`src/rtl/mem_port_arbiter.sv`:
```
// mem_port_arbiter: round-robin share of one single-ported memory between fetch and load/store
// Ports:
//   clk, rst_n                           clock, synchronous active-low reset
//   if_req/if_addr -> if_gnt             fetch read request and same-cycle accept
//   if_rvalid/if_rdata                   fetch read response
//   d_req/d_we/d_addr/d_wdata/d_be       data request (read or byte-masked write)
//   d_gnt, d_rvalid/d_rdata              data accept and read response
//   mem_en/we/be/addr/wdata, mem_rdata   memory macro side, read data MEM_LATENCY cycles after mem_en
module mem_port_arbiter #(
    parameter int ADDR_WIDTH  = 32,
    parameter int DATA_WIDTH  = 32,
    parameter int MEM_LATENCY = 1
) (
    input  logic                    clk,
    input  logic                    rst_n,
    input  logic                    if_req,
    input  logic [ADDR_WIDTH-1:0]   if_addr,
    output logic                    if_gnt,
    output logic                    if_rvalid,
    output logic [DATA_WIDTH-1:0]   if_rdata,
    input  logic                    d_req,
    input  logic                    d_we,
    input  logic [ADDR_WIDTH-1:0]   d_addr,
    input  logic [DATA_WIDTH-1:0]   d_wdata,
    input  logic [DATA_WIDTH/8-1:0] d_be,
    output logic                    d_gnt,
    output logic                    d_rvalid,
    output logic [DATA_WIDTH-1:0]   d_rdata,
    output logic                    mem_en,
    output logic                    mem_we,
    output logic [DATA_WIDTH/8-1:0] mem_be,
    output logic [ADDR_WIDTH-1:0]   mem_addr,
    output logic [DATA_WIDTH-1:0]   mem_wdata,
    input  logic [DATA_WIDTH-1:0]   mem_rdata
);
    // last_d: 1 when the data port owned the most recent grant
    logic                   last_d;
    // read-tracking pipeline: valid bit and owner (1 = data) per stage
    logic [MEM_LATENCY-1:0] pipe_v;
    logic [MEM_LATENCY-1:0] pipe_d;
    always_comb begin
        if_gnt    = rst_n & if_req & (~d_req | last_d);
        d_gnt     = rst_n & d_req & (~if_req | ~last_d);
        mem_en    = if_gnt | d_gnt;
        mem_we    = d_gnt & d_we;
        mem_be    = d_gnt ? d_be : '1;
        mem_addr  = d_gnt ? d_addr : if_addr;
        mem_wdata = d_gnt ? d_wdata : '0;
        // the last stage is the read whose data is on mem_rdata now
        if_rvalid = rst_n & pipe_v[MEM_LATENCY-1] & ~pipe_d[MEM_LATENCY-1];
        d_rvalid  = rst_n & pipe_v[MEM_LATENCY-1] & pipe_d[MEM_LATENCY-1];
        if_rdata  = if_rvalid ? mem_rdata : '0;
        d_rdata   = d_rvalid ? mem_rdata : '0;
    end
    always_ff @(posedge clk) begin
        if (!rst_n) begin
            last_d <= 1'b1;
            pipe_v <= '0;
            pipe_d <= '0;
        end else begin
            if (mem_en)
                last_d <= d_gnt;
            pipe_v[0] <= if_gnt | (d_gnt & ~d_we);
            pipe_d[0] <= d_gnt;
            for (int i = MEM_LATENCY - 1; i > 0; i--) begin
                pipe_v[i] <= pipe_v[i-1];
                pipe_d[i] <= pipe_d[i-1];
            end
        end
    end
endmodule

```
`config.mk`:
```
export PLATFORM = sky130hd
export DESIGN_NAME = mem_port_arbiter
export DESIGN_NICKNAME = d
export VERILOG_FILES = /design/src/rtl/mem_port_arbiter.sv
export SDC_FILE = /design/constraint.sdc
export NUM_CORES = 1
export LEC_CHECK = 0
export BUFFER_PORTS_ARGS = -buffer_cell sky130_fd_sc_hd__buf_2
export CAP_MARGIN = 30
export CORE_AREA = 2 2 106 108
export DETAILED_ROUTE_END_ITERATION = 10
export DIE_AREA = 0 0 108 110
export GPL_ROUTABILITY_DRIVEN = 0
export SYNTH_ARGS = -nofsm -noshare
export SYNTH_HDL_FRONTEND = slang
export SYNTH_SLANG_ARGS = --single-unit
```
`constraint.sdc`:
```
create_clock -name clk -period 1.3 [get_ports clk]
set_input_delay 0.26 -clock clk [delete_from_list [all_inputs] [get_ports clk]]
set_output_delay 0.26 -clock clk [all_outputs]
set_load 0.02 [all_outputs]
```
---- Word-level counts from Yosys, hierarchy flattened ----
Cells that the tools add are included.
word-level totals
  register bits after elaboration ......... 3
  bits in latches ......................... 0
  RAM bits ................................ 0
  memory bits (read-only) ................. 0
  output and inout port bits .............. 138
  word-level logic and storage cells ...... 26
  memories kept ........................... 0
operators by class
  add/subtract/negate cells ............... 0
  multipliers ............................. 0
  divide/modulo/power cells ............... 0
  order comparisons ....................... 0
  eq/ne operators ......................... 0
  shift operators ......................... 0
  multiplexer cells ....................... 5
  bitwise logic cells ..................... 18
  reduce and logical (&&, ||, !) cells .... 0
operator list
  cell               count
  32-bit 2-to-1 mux  4
  1-bit bitwise AND  9
  1-bit inverter     5
  4-bit 2-to-1 mux   1
  1-bit OR           4

---- Depth between registers and ports, before layout ----
  word-level depth ........................ 5
  gate-level depth with buffers ........... 5
  mapped depth without buffers ............ 3

---- Least setup slack after synthesis ----
No wires, ideal clock.
  path kind ............................... reg2out
  start point ............................. register pipe_d
  end point ............................... output if_rdata[22]
  arrival time ............................ 1.176 ns
  data required time ...................... 1.040 ns
  path slack .............................. -0.136 ns
  cell stages (with the launch flop) ...... 5
  buffers on the path ..................... 1
  path through ............................ dfxtp_1 > inv_1 > and3_1 > clkbuf_1 > and2_1
on the way
  cells in the longest elaborated chain, start to end .. 3
RTL lines
  what                             line  source
  start, declared                  40    logic [MEM_LATENCY-1:0] pipe_d;
  start signal, assigned by index  67    pipe_d[i] <= pipe_d[i-1];
  1-bit inverter                   50    if_rvalid = rst_n & pipe_v[MEM_LATENCY-1] & ~pipe_d[MEM_LATENCY-1];
  1-bit bitwise AND                50
  via if_rvalid                    19    output logic if_rvalid,
  32-bit 2-to-1 mux                52    if_rdata = if_rvalid ? mem_rdata : '0;
  end, declared                    20    output logic [DATA_WIDTH-1:0] if_rdata,
The timed path passes the listed nets, and every way through them passes these cells.

---- Worst setup path after layout ----
  start point ............................. register last_d
  end point ............................... output mem_addr[29]
on the way
  cells in the longest elaborated chain, start to end .. 4
RTL lines
  what                    line  source
  start, declared         37    logic last_d;
  start signal, assigned  62    last_d <= d_gnt;
  1-bit inverter          43    d_gnt = rst_n & d_req & (~if_req | ~last_d);
  1-bit OR                43
  1-bit bitwise AND       43
  32-bit 2-to-1 mux       47    mem_addr = d_gnt ? d_addr : if_addr;
  end, declared           32    output logic [ADDR_WIDTH-1:0] mem_addr,
No other way between the ends.

==> results.md <==
Status:
- The flow ran to the end, but the final reports show violations.
- The checks that failed: negative setup slack.

Global routing:
- The via count of the first global-routing pass is 2375.
- In the global route stage, met1 resource usage came out at 0.142.
- In this run the most used layer during global routing was met2.
- For met2 alone, demand over resource in global routing was 0.254.
- The combined global-route utilization of all metal layers is 0.125.
- The number of antenna violations at the first check in global routing is 0.
- The met3 track demand over resource in global routing is 0.0123.
- The wire length of the first global-routing pass is 11800 µm.
- Entering global routing, the biggest net connects 17 pins.
- The remaining global-route overflow is 0.

Synthesis:
- Among all flip-flop cells after synthesis, the most frequent one is sky130_fd_sc_hd__dfxtp_1.
- The most area-hungry cell type in the Yosys netlist is sky130_fd_sc_hd__and2_1.
- The synthesized netlist net count is roughly 300.
- During synthesis, Yosys emitted a total of 0 warnings.
- The number of enable-type register cells in the synthesized netlist is 0.
- The mapped netlist covers 1340 µm².
- A synthesized cell averages around 8.0 µm².
- The most frequent cell after synthesis is sky130_fd_sc_hd__and2_1.
- Yosys mapped the design onto 14 distinct sky130hd cell types.
- The synthesized instance count is 167.
- The share of synthesized flip-flops with an asynchronous set or reset is 0.
- The sequential element share of the synthesized area is 0.0448.
- The commonest cells after synthesis are 95 x sky130_fd_sc_hd__and2_1, 32 x sky130_fd_sc_hd__mux2_4, 8 x sky130_fd_sc_hd__clkbuf_1.
- After synthesis, the cell types taking the most area are sky130_fd_sc_hd__and2_1 44%, sky130_fd_sc_hd__mux2_4 36%, sky130_fd_sc_hd__dfxtp_1 4.5%, sky130_fd_sc_hd__buf_6 4.2%, sky130_fd_sc_hd__nand2b_1 2.3%.
- The synthesis-stage register bit count is 3.
- The share of Yosys cell area claimed by the top area cell type is 0.444.

Timing:
- Dividing the final minimum period by the clock period gives 1.38.
- Final hold analysis gives a worst-case slack of between 0.3 and 0.4 ns.
- For the finished layout, the period the worst path requires is 1.80 ns.
- The max-slew violation count is 0.
- Clock skew on the completed layout was measured at 0.000205 ns.
- The top achievable clock speed is 0.556 GHz.
- For the pin with the worst max-slew slack, the measured transition is 0.191 ns.
- Setup slack on the critical path of the routed design comes to -0.500 ns.
- The number of hold violations in the final report came to 0.
- Setup violations remaining at the end of the flow were counted as 134.
- The worst slew margin relative to its limit is 0.873.
- Setup repair after global routing could not meet its margin everywhere.

Hold path:
- The path with the worst hold slack has its endpoint at pipe_v$_SDFF_PN0_.
- Along the worst hold path, the cell count comes to 3.
- The worst hold path belongs to the class input pin to register.
- The startpoint of the lowest-slack hold path is d_we.

Power:
- Of the total power, the clock network draws 0.158.
- The share of total power dissipated in sequential elements is 0.060.
- The leakage power is between 0.002 and 0.0025 µW.
- The share of total power dissipated in combinational logic is 0.782.
- Power comes to 1750 µW.
- The worst ir drop on vdd is ~0.00052 V.
- The power per cell area is approximately 380 nW/µm².
- Of the total power, the share spent switching nets is 0.366.
- The internal power consumption is 1110 µW.
- In this run the power spent charging and discharging nets is 641 µW.

Route:
- The first detailed-routing pass took 4 iterations.
- The detailed router finished its first iteration with 53 violations.
- The wire length reported by the detailed router is 9480 µm.
- The average wire per cell in the routed design is between 15 and 20 µm.
- After detailed routing, the number of remaining DRC violations is 0.
- The antenna violation net count after detailed routing is 0.
- The routed layout has 2384 vias.
- The routed via count divided by cell count is a little under 4.

CTS:
- The maximum clock path buffer count is 2.
- In this run the clock root is driven by a sky130_fd_sc_hd__clkbuf_8.
- CTS built an H-tree with a depth of 1.
- The clock tree from TritonCTS is built.
- The number of buffers added to fix hold violations after cts is 0.
- Clock tree synthesis found a total of 3 sinks.
- The clock latency reported for the late side of the worst-skew pair is 0.22 ns.
- The clock-pin slew reported for the worst setup and hold paths after clock tree synthesis is about 0.030 ns.
- The number of clock buffers added by TritonCTS is 3.

Critical path:
- In this run the critical register-to-register path is captured at pipe_v$_SDFF_PN0_.
- The slowest cell on the critical path is sky130_fd_sc_hd__dfxtp_2.
- The worst reg2reg path depth is 3.
- In this run the worst path has a maximum fanout of 8.
- In this run the critical register-to-register path is launched from last_d$_SDFFE_PN1P_.
- The worst endpoint required time is 1.04 ns.
- The critical path in this run is classified as register to output port.
- Broken down by cell family, the worst path's largest delay share belongs to simple AND/OR/NAND/NOR gates.
- The peak per-stage delay on the critical path is 0.32 ns.
- The worst-case register-to-register setup slack is 0.50 ns.
- The signal on the critical path passes through nand2_2 -> and3_4 -> clkbuf_16 -> mux2_4 -> buf_6.
- The critical path startpoint category is a register.
- The worst setup path is captured at an output port.
- The number of buffers and inverters on the critical path is 2.
- The arrival time at the worst endpoint is approximately 1.5 ns.

Placement:
- During placement, the flow inserted port buffers numbering 274.
- The pre-CTS setup slack is -0.433 ns.
- The number of cells in the design after placement is 578.
- Summed over all nets, the half-perimeter wirelength after detailed placement is 5600 µm.

Floorplanning:
- The effective utilization at floorplan is 0.125.
- The floorplan step defined a die boundary enclosing around 12000 µm².
- The die span in x is 108 µm.
- The die span in y is 110 µm.
- The placeable core region is 10700 µm².
- During I/O placement, the number of pins put on the boundary was 275.
- Row generation in the floorplan step produced 38 rows.

Cells and area:
- The number of diodes is 0.
- Counting the fill cells in the layout gives 1020.
- Leaving out filler cells and counting taps, the final layout contains 604.
- Compared with the post-synthesis result, the final layout area differs by 240%.
- The final-stage net count is 602.
- In the final layout, the share of cells above drive strength 1 is 0.976.

Job:
- The tool flagged a number of max-cap violations equal to 0.
state kept, by name, summed over array words and instances (netlist names):
| name | count |
|---|---|
| last_d | 1 |
| pipe_d | 1 |
| pipe_v | 1 |
tightest hold or removal path: cells and delay by family:
kind | cells | cell delay [ns]
buf+inv | 1 | 0.11
simple gates | 1 | 0.11
compound gates | 1 | 0.07
per-stage QoR:
step	util	instance area [µm²]	setup TNS (ns)
global placement	0.276	2950	-30.77
detailed placement	0.276	2950	-33.28
global route	0.426	4560	-52.90
finish	0.426	4560	-46.34
floorplan	-	1390	-3.62
CTS	0.401	4290	-50.84
routing by layer:
| layer | vias to the layer above | share of wire |
|---|---|---|
| met1 | 1132 | 0.36 |
| met5 | - | 0 |
| met2 | 122 | 0.58 |
| met4 | 0 | 0.0046 |
| li1 | 1124 | - |
| met3 | 6 | 0.064 |
placed cells by master, fill, tap and decap left out, drive strengths merged:
cell	count
a21oi	1
and2	95
and3	4
buf	305
clkbuf	6
dfxtp	3
inv	3
mux2	32
nand2	2
nand2b	5
nand3	1
nor2	5
o21ai	2
timing repair:
| item | in CTS | in global routing |
|---|---|---|
| gates cloned | 11 | 2 |
| pin swaps | 56 | 45 |
| resized for setup | 295 | 114 |
| endpoints found under the setup margin | 136 | 137 |
| setup buffers | 19 | 5 |
logic make-up (layout without fill, tap and decap cells):
group                  after synthesis  count (layout)  synth area share
DFF                                  3               3            0.0448
and+or+nand+nor                    112             112             0.509
muxes                               32              32             0.359
AOI/OAI and AO/OA                    3               3            0.0112
buffers and inverters               17             314            0.0766
how the worst max path moves through the flow:
stage	startpoint	end	slack, ns	depth (start not counted)
floorplan	last_d$_SDFFE_PN1P_	mem_addr[0]	-0.09	5
global placement	if_req	mem_addr[22]	-0.40	6
detailed placement	if_req	mem_addr[19]	-0.43	6
CTS	last_d$_SDFFE_PN1P_	mem_addr[19]	-0.56	6
global route	last_d$_SDFFE_PN1P_	mem_wdata[16]	-0.55	7
finish	last_d$_SDFFE_PN1P_	mem_addr[29]	-0.50	5
power by group through the flow:
stage	clock network, µW	logic, µW	registers [µW]
floorplan	0	499	103
global placement	0	872	105
detailed placement	0	882	105
CTS	279	1270	106
global route	294	1430	106
finish	276	1370	106
cell type report:
type	instances	area [µm²]	share of cell area
Timing Repair Buffer	307	2770	0.607
Multi-Input combinational cell	147	1490	0.328
Tap cell	140	175	0.0384
Sequential cell	3	63.8	0.0140
Clock buffer	4	45.0	0.00988
Inverter	3	11.3	0.00247
Power figures use the tool's default switching activity.
